`config.mk`:
```
export PLATFORM = sky130hd
export DESIGN_NAME = fetch_unit
export DESIGN_NICKNAME = d
export VERILOG_FILES = /design/src/rtl/fetch_unit.sv
export SDC_FILE = /design/constraint.sdc
export NUM_CORES = 1
export LEC_CHECK = 0
export CAP_MARGIN = 20
export CORE_MARGIN = 5
export CORE_UTILIZATION = 45
export CTS_BUF_LIST = sky130_fd_sc_hd__clkbuf_4 sky130_fd_sc_hd__clkbuf_8
export CTS_CLUSTER_DIAMETER = 200
export DETAILED_ROUTE_END_ITERATION = 10
export PLACE_DENSITY = 0.67
export SYNTH_ARGS = -nofsm -noshare
export SYNTH_HDL_FRONTEND = slang
export SYNTH_SLANG_ARGS = --single-unit
```
`constraint.sdc`:
```
create_clock -name clk -period 4.3 [get_ports clk]
set_clock_uncertainty 0.05 [all_clocks]
set_input_delay 0.86 -clock clk [delete_from_list [all_inputs] [get_ports clk]]
set_output_delay 0.86 -clock clk [all_outputs]
set_load 0.02 [all_outputs]
```
`src/rtl/fetch_unit.sv`:
```
// Instruction fetch unit: single-outstanding memory requester feeding
// a circular instruction queue, with redirect flush and sticky error.
//
// Ports:
//   clk, rst                   clock, synchronous active-low reset
//   imem_req/addr/rdy          fetch request channel
//   imem_valid/data            fetch response channel
//   redirect/redirect_pc       branch/jump redirect strobe and target
//   halt                       blocks new requests only
//   inst_valid/inst/inst_pc    queue head toward decode
//   inst_ready                 decode consumes the head
//   err                        sticky unsolicited-response flag
module fetch_unit #(
   parameter int               WIDTH    = 16,
   parameter int               DEPTH    = 4,
   parameter logic [WIDTH-1:0] RESET_PC = '0
) (
   input  logic             clk,
   input  logic             rst,
   output logic             imem_req,
   output logic [WIDTH-1:0] imem_addr,
   input  logic             imem_rdy,
   input  logic             imem_valid,
   input  logic [WIDTH-1:0] imem_data,
   input  logic             redirect,
   input  logic [WIDTH-1:0] redirect_pc,
   input  logic             halt,
   output logic             inst_valid,
   output logic [WIDTH-1:0] inst,
   output logic [WIDTH-1:0] inst_pc,
   input  logic             inst_ready,
   output logic             err
);

   localparam int AW = $clog2(DEPTH);
   localparam int CW = AW + 1;

   localparam logic [1:0] S_REQ  = 2'd0;
   localparam logic [1:0] S_WAIT = 2'd1;
   localparam logic [1:0] S_DROP = 2'd2;

   localparam logic [CW-1:0] FULL = CW'(DEPTH);

   logic [1:0]       state_q, state_d;
   logic [WIDTH-1:0] pc_q, pc_d;
   logic [WIDTH-1:0] req_pc_q, req_pc_d;
   logic [AW-1:0]    wptr_q, wptr_d;
   logic [AW-1:0]    rptr_q, rptr_d;
   logic [CW-1:0]    cnt_q, cnt_d;
   logic             err_q, err_d;

   logic [WIDTH-1:0] qpc_q  [DEPTH];
   logic [WIDTH-1:0] qdat_q [DEPTH];

   logic hs, push, pop;

   // Requests only leave REQ, so no slot is ever in flight while
   // count is compared; a response therefore always finds room.
   assign imem_req  = (state_q == S_REQ) && !halt && !redirect
                    && (cnt_q < FULL);
   assign imem_addr = pc_q;

   assign hs   = imem_req && imem_rdy;
   assign push = (state_q == S_WAIT) && imem_valid && !redirect;
   assign pop  = (cnt_q != '0) && inst_ready && !redirect;

   assign inst_valid = (cnt_q != '0);
   assign inst       = qdat_q[rptr_q];
   assign inst_pc    = qpc_q[rptr_q];
   assign err        = err_q;

   always_comb begin
      state_d  = state_q;
      pc_d     = pc_q;
      req_pc_d = req_pc_q;
      wptr_d   = wptr_q;
      rptr_d   = rptr_q;
      cnt_d    = cnt_q;
      err_d    = err_q | (imem_valid && (state_q == S_REQ));
      if (redirect) begin
         // Flush wins over any push or pop this cycle.
         pc_d   = redirect_pc;
         wptr_d = '0;
         rptr_d = '0;
         cnt_d  = '0;
         case (state_q)
            S_WAIT:  state_d = imem_valid ? S_REQ : S_DROP;
            S_DROP:  state_d = S_DROP;
            default: state_d = S_REQ;
         endcase
      end else begin
         case (state_q)
            S_REQ: begin
               if (hs) begin
                  req_pc_d = pc_q;
                  pc_d     = pc_q + WIDTH'(2);
                  state_d  = S_WAIT;
               end
            end
            S_WAIT:  if (imem_valid) state_d = S_REQ;
            S_DROP:  if (imem_valid) state_d = S_REQ;
            default: state_d = S_REQ;
         endcase
         if (push) wptr_d = wptr_q + AW'(1);
         if (pop)  rptr_d = rptr_q + AW'(1);
         case ({push, pop})
            2'b10:   cnt_d = cnt_q + CW'(1);
            2'b01:   cnt_d = cnt_q - CW'(1);
            default: cnt_d = cnt_q;
         endcase
      end
   end

   always_ff @(posedge clk) begin
      if (!rst) begin
         state_q  <= S_REQ;
         pc_q     <= RESET_PC;
         req_pc_q <= RESET_PC;
         wptr_q   <= '0;
         rptr_q   <= '0;
         cnt_q    <= '0;
         err_q    <= 1'b0;
      end else begin
         state_q  <= state_d;
         pc_q     <= pc_d;
         req_pc_q <= req_pc_d;
         wptr_q   <= wptr_d;
         rptr_q   <= rptr_d;
         cnt_q    <= cnt_d;
         err_q    <= err_d;
      end
   end

   // Storage needs no reset: count gates visibility of every entry.
   always_ff @(posedge clk) begin
      if (push) begin
         qpc_q[wptr_q]  <= req_pc_q;
         qdat_q[wptr_q] <= imem_data;
      end
   end

endmodule
```
==> impl_metrics.py, run 1 <==
metrics = {
    "status": {
        "status": "completed",
    },
    "worst_setup_path": {
        "worstPathCellList": "buf_4 -> mux4_2 -> clkdlybuf4s50_1",
        "startpoint_type": "register",
        "cpMaxStageDelayCell": "mux4_2",
        "critPathMaxFanout": 32,
        "arrival_ns": 2.48,
        "cp-end-kind": "output pin",
        "path_class": "reg -> out",
        "crit_path_max_incr_delay_ns": 0.61,
        "path_buf_inv": 2,
        "cp.required_ns": 3.39,
        "cp_top_family": "buffers and inverters",
    },
    "finish": {
        "instances_no_fill": 707,
        "areaGrowthSynthToFinish_pct": 22.8,
        "fin_nets": 559,
        "drive_above_1_share": 0.147,
        "antennaDiodeCount": 0,
        "utilization": 0.563,
        "stdcell_area_sq_mm": 0.00819,
    },
    "route": {
        "routedWlPerCell_um": 18.0,
        "drt_iter0_drc": 206,
        "routed_wirelength_mm": 12.7,
        "drc": 0,
        "vias_per_cell": 5.40,
        "firstDrtPassIters": 4,
        "vias": 3816,
        "ant_nets": 0,
    },
    "placement": {
        "hpwl_mm": 8.01,
        "placed_cells": 675,
        "place_area_sq_mm": 0.00778,
        "gp_congestion": 0.795,
        "portBuffers": 89,
        "dp_slack_ns": 1.12,
    },
    "global_routing": {
        "gr-total-overflow": 0,
        "antenna_found_initial": 0,
        "grt_pass1_vias": 3996,
        "grt_max_degree": 33,
        "grt_util_all_layers": 0.151,
        "grt_pass1_wl_mm": 20.7,
    },
    "timing": {
        "tns_ns": 0,
        "drv_slew": 0,
        "max_freq_mhz": 295,
        "finalCritPeriodShare": 0.788,
        "hold_viol_final": 0,
        "setup_slack_ns": 0.913,
        "tightest_slew_ns": 0.721,
        "finalSetupViolCount": 0,
        "rsz0062_at_grt": "false",
        "slew_headroom": 0.519,
        "timing.final.crit_period_ns": 3.39,
    },
    "pwr": {
        "comb_power_share": 0.046,
        "p_sw_mw": 0.614,
        "ir_drop_v": 0.000186,
        "clkPwrFrac": 0.365,
        "p_sw_frac": 0.200,
        "pwr-share-seq": 0.589,
        "powerDensity_mw_per_mm2": 375,
        "internal_power_mw": 2.46,
        "cellLeakagePower_nw": 2.77,
    },
    "synth": {
        "synth_seq_cells": 172,
        "synth_nets": 459,
        "yosysSeqAreaShare": 0.709,
        "synthesis.area_sq_mm": 0.00667,
        "syn_area_per_cell_sq_um": 16.3,
        "yosys_warnings": 0,
        "synthDistinctLibCells": 42,
        "synth_cells": 410,
    },
    "floorplanning": {
        "initial_utilization": 0.459,
        "die_height_um": 132,
        "dieArea_sq_mm": 0.0174,
        "num_rows": 44,
        "io_pins": 90,
        "core_sq_mm": 0.0145,
        "die_w_um": 132,
    },
    "clock_tree": {
        "clk-insertion-delay-late_ns": 0.44,
        "post-cts-setup-buffers": 0,
        "clock_path_buffers": 2,
        "root_buffer": "clkbuf_8",
        "ctsHoldBuffers": 0,
        "clock-sinks": 172,
        "cts_made_buffers": 17,
        "tritoncts": "built",
        "ctsHtreeMaxLevel": 4,
        "clk_pin_slew_ns": 0.08,
        "cts_resized": 0,
    },
    "min_path": {
        "hold_class": "reg -> reg",
    },
    "run": {
        "cap_violations": 0,
    },
}
[kinds of logic (layout without fill, tap and decap cells)]
| group | Yosys count | count (layout) | synth area share |
|---|---|---|---|
| AOI/OAI and AO/OA | 60 | 60 | 0.0548 |
| xor gates and xnor gates | 6 | 6 | 0.00788 |
| adders and majority gates | 10 | 10 | 0.0199 |
| buffers and inverters | 30 | 143 | 0.0190 |
| DFF | 172 | 172 | 0.709 |
| muxes | 35 | 35 | 0.113 |
| and+or+nand+nor | 97 | 97 | 0.0773 |
[registers in the layout (all words and copies together) (netlist names), named ones only]
name       count
rptr_q         2
qpc_q         64
imem_addr     16
cnt_q          3
req_pc_q      16
err            1
state_q        2
wptr_q         2
qdat_q        64
[final timing paths]
kind / from / end / slack [ns] / depth (start not counted)
max: register / inst_pc[10] / 0.91 / 3
min: imem_addr[0] / req_pc_q[0] / 0.44 / 2
max reg2reg: state_q[1] / cnt_q[2] / 2.05 / 11
min reg2reg: imem_addr[0] / req_pc_q[0] / 0.44 / 2
[per-layer routing]
layer	GRT usage	up-vias	part of all wire
li1	-	1793	-
met1	0.201	1902	0.46
met2	0.234	107	0.47
met3	0.0478	14	0.057
met4	0.0560	0	0.013
met5	0	-	0
[cell type report]
cell class	instances	area, sq um
clock inverters	7	88.8
well taps	184	230
inverters	13	48.8
clock buffers	25	319
repair buffers	98	958
flip-flops and latches	172	4730
multi-input cells	208	1820
fillers	1134	6350
[power groups by stage]
stage	sequential [mW]	combinational, mW	clock [mW]
6_report	1.81	0.141	1.12
5_1_grt	1.81	0.152	1.23
4_1_cts	1.81	0.142	1.15
3_5_place_dp	1.85	0.141	0
3_3_place_gp	1.85	0.139	0
2_1_floorplan	1.85	0.0464	0
[cell usage after synthesis (all sizes together)]
library cell / number / area [sq um]
nand2: 41 / 156
fa: 1 / 20.0
o211ai: 3 / 22.5
a211oi: 3 / 22.5
a21oi: 26 / 130
mux2i: 3 / 30.0
ha: 9 / 113
a31oi: 6 / 37.5
a221oi: 1 / 8.76
or3: 6 / 37.5
o21bai: 1 / 7.51
nor2: 13 / 48.8
o21a: 1 / 7.51
buf: 7 / 40.0
nand3: 3 / 15.0
o221a: 1 / 11.3
xor2: 3 / 26.3
and3: 8 / 50.1
o221ai: 2 / 17.5
nor3: 3 / 15.0
clkbuf: 10 / 37.5
edfxtp: 128 / 3840
o21ai: 11 / 55.1
inv: 13 / 48.8
nor2b: 3 / 18.8
and4: 7 / 61.3
a21boi: 1 / 7.51
nand2b: 1 / 6.26
a311oi: 3 / 26.3
nor3b: 1 / 7.51
dfxtp: 44 / 881
nor4b: 1 / 23.8
xnor2: 3 / 26.3
nand4: 4 / 37.5
and2: 6 / 37.5
o2111a: 1 / 11.3
mux4: 32 / 721
[through the flow]
step	hold WS, ns	power [mW]
floorplan	0.410	1.90
global placement	0.411	1.99
detailed placement	0.434	1.99
finish	0.440	3.07
global route	0.480	3.19
CTS	0.445	3.11
[layout by cell type (no fill, tap or decap), drive strengths merged, types with 2 or more instances in the layout]
cell type      synthesis  final
xor2                   3      3
a311oi                 3      3
nand3                  3      3
or3                    6      6
xnor2                  3      3
clkdlybuf4s50          0     89
o221ai                 2      2
dfxtp                 44     44
and4                   7      7
clkinvlp               0      2
clkinv                 0      3
nor2                  13     13
and3                   8      8
and2                   6      6
nand4                  4      4
bufinv                 0      2
inv                   13     13
ha                     9      9
clkbuf                10     25
o21ai                 11     11
edfxtp               128    128
o211ai                 3      3
a31oi                  6      6
nor2b                  3      3
mux4                  32     32
mux2i                  3      3
buf                    7      9
a21oi                 26     26
a211oi                 3      3
nand2                 41     41
nor3                   3      3
[tightest hold or removal path, stage by stage, from the launching register on]
cell and delay, ns:
dfxtp_1 0.34, nand2_1 0.06, a21oi_1 0.05
Note: power is estimated with default switching activity, not from simulation.
==> inputs of run 2 (changes only) <==
clock period = 3.35 ns   (was 4.3 ns; I/O delays follow)
==> run 2 against run 1 <==
  * Total power is 37% higher
  * Worst hold slack worse by 0.00076 ns
  * Combinational power is 29% higher
  * Design area is 1.2% higher
  * Via count stayed put
  * First-iteration DRC count is 10% lower
  * Global-route usage is 0.10 points higher
  * Routed wire length is 0.37% higher
  * Core utilization is 0.67 points higher
  * Die area stayed put
  * Critical endpoint unchanged
  * Largest cell class unchanged
==> impl_metrics.py, run 2 (synthesized netlist as in run 1, its figures left out) <==
metrics = {
    "status": {
        "status": "completed",
    },
    "run": {
        "cap_violations": 0,
    },
    "clock_tree": {
        "clk-insertion-delay-late_ns": 0.44,
        "cts_resized": 0,
        "ctsHoldBuffers": 0,
        "root_buffer": "clkbuf_8",
        "tritoncts": "built",
        "post-cts-setup-buffers": 0,
        "clock-sinks": 172,
        "clk_pin_slew_ns": 0.09,
        "cts_made_buffers": 17,
        "ctsHtreeMaxLevel": 4,
        "clock_path_buffers": 2,
    },
    "finish": {
        "layout_commonest_cell": "edfxtp_1",
        "utilization": 0.570,
        "multiInputGateArea_sq_mm": 0.00182,
        "reg_top3": "qdat_q: 64 flops, qpc_q: 64 flops",
        "antennaDiodeCount": 0,
        "layout_common_cells": "128 x edfxtp_1, 89 x clkdlybuf4s50_1, 43 x dfxtp_1",
        "drive_above_1_share": 0.151,
        "regArea_sq_mm": 0.00473,
        "fill_cells": 1161,
        "areaGrowthSynthToFinish_pct": 24.3,
        "fin_nets": 560,
    },
    "global_routing": {
        "grt_max_degree": 33,
        "grt_util_all_layers": 0.152,
        "met3_usage": 0.0447,
        "grt_pass1_wl_mm": 20.9,
        "met2_usage": 0.242,
        "antenna_found_initial": 0,
        "top_usage_layer": "met2",
        "grt_pass1_vias": 3999,
        "gr-total-overflow": 0,
        "grt_use_met1": 0.205,
    },
    "route": {
        "vias_per_cell": 5.39,
        "drt_iter0_drc": 185,
        "firstDrtPassIters": 4,
        "routedWlPerCell_um": 18.1,
        "routed_wirelength_mm": 12.8,
        "ant_nets": 0,
        "vias": 3816,
        "drc": 0,
    },
    "worst_setup_path": {
        "startpoint_type": "register",
        "cp.required_ns": 2.63,
        "critPathMaxFanout": 32,
        "arrival_ns": 2.20,
        "path_class": "reg -> out",
        "cp-end-kind": "output pin",
    },
    "floorplanning": {
        "core_sq_mm": 0.0145,
        "dieArea_sq_mm": 0.0174,
        "die_w_um": 132,
        "io_pins": 90,
        "initial_utilization": 0.459,
        "die_height_um": 132,
        "num_rows": 44,
    },
    "timing": {
        "max_freq_mhz": 342,
        "finalCritPeriodShare": 0.872,
        "finalSetupViolCount": 0,
        "timing.final.crit_period_ns": 2.92,
        "rsz0062_at_grt": "false",
        "tightest_slew_ns": 0.691,
        "slew_headroom": 0.539,
        "drv_slew": 0,
        "tns_ns": 0,
        "hold_viol_final": 0,
    },
    "pwr": {
        "cellLeakagePower_nw": 2.81,
        "ir_drop_v": 0.000250,
        "powerDensity_mw_per_mm2": 509,
    },
    "placement": {
        "portBuffers": 89,
        "hpwl_mm": 8.13,
        "gp_congestion": 0.771,
    },
    "min_path": {
        "hold_class": "reg -> reg",
    },
}
## run 2: cell types whose count changed in the layout (fill, tap and decap cells not counted), sizes merged
cell	delta
clkbuf	-6
clkinvlp	-1
bufinv	+4
buf	+1
inv	+3
## run 2: final timing paths
path           startpoint          end  slack [ns]  cells after the start
min          imem_addr[0]  req_pc_q[0]        0.44                      2
max reg2reg    state_q[1]     cnt_q[2]        1.08                     11
max              register  inst_pc[10]        0.43                      3
min reg2reg  imem_addr[0]  req_pc_q[0]        0.44                      2
## run 2: layout make-up
cell class	instances	area share
multi-input cells	208	0.219
repair buffers	99	0.118
inverters	13	0.00589
clock buffers	19	0.0301
flip-flops and latches	172	0.570
well taps	184	0.0278
clock inverters	13	0.0285
## run 2: where the power goes
group          leakage (nW)  switching [mW]  internal (mW)
Combinational         0.953          0.0887         0.0931
Clock                 0.242           0.723          0.988
Sequential             1.62          0.0307           2.29
Total                  2.81           0.842           3.37
## run 2: worst max-delay path: stages, from the launching register on
cell and delay (ns):
dfxtp_2 0.35, buf_12 0.26, mux4_2 0.56, clkdlybuf4s50_1 0.57
## run 2: metrics by stage
| step | cell area (sq um) | hold WS, ns | setup WS [ns] | total power, mW | std cells |
|---|---|---|---|---|---|
| after floorplan | 6670 | 0.410 | 0.956 | 2.44 | 410 |
| after global placement | 7800 | 0.418 | 0.477 | 2.55 | 676 |
| after detailed placement | 7800 | 0.432 | 0.465 | 2.55 | 676 |
| after CTS | 8290 | 0.445 | 0.344 | 4.25 | 708 |
| after global routing | 8290 | 0.475 | 0.293 | 4.36 | 708 |
| final | 8290 | 0.439 | 0.430 | 4.22 | 708 |
## run 2: per-layer routing
metal  vias to the layer above  part of all wire
li1                       1796                 -
met1                      1896              0.46
met2                       116              0.48
met3                         8             0.052
met4                         0            0.0077
met5                         -                 0
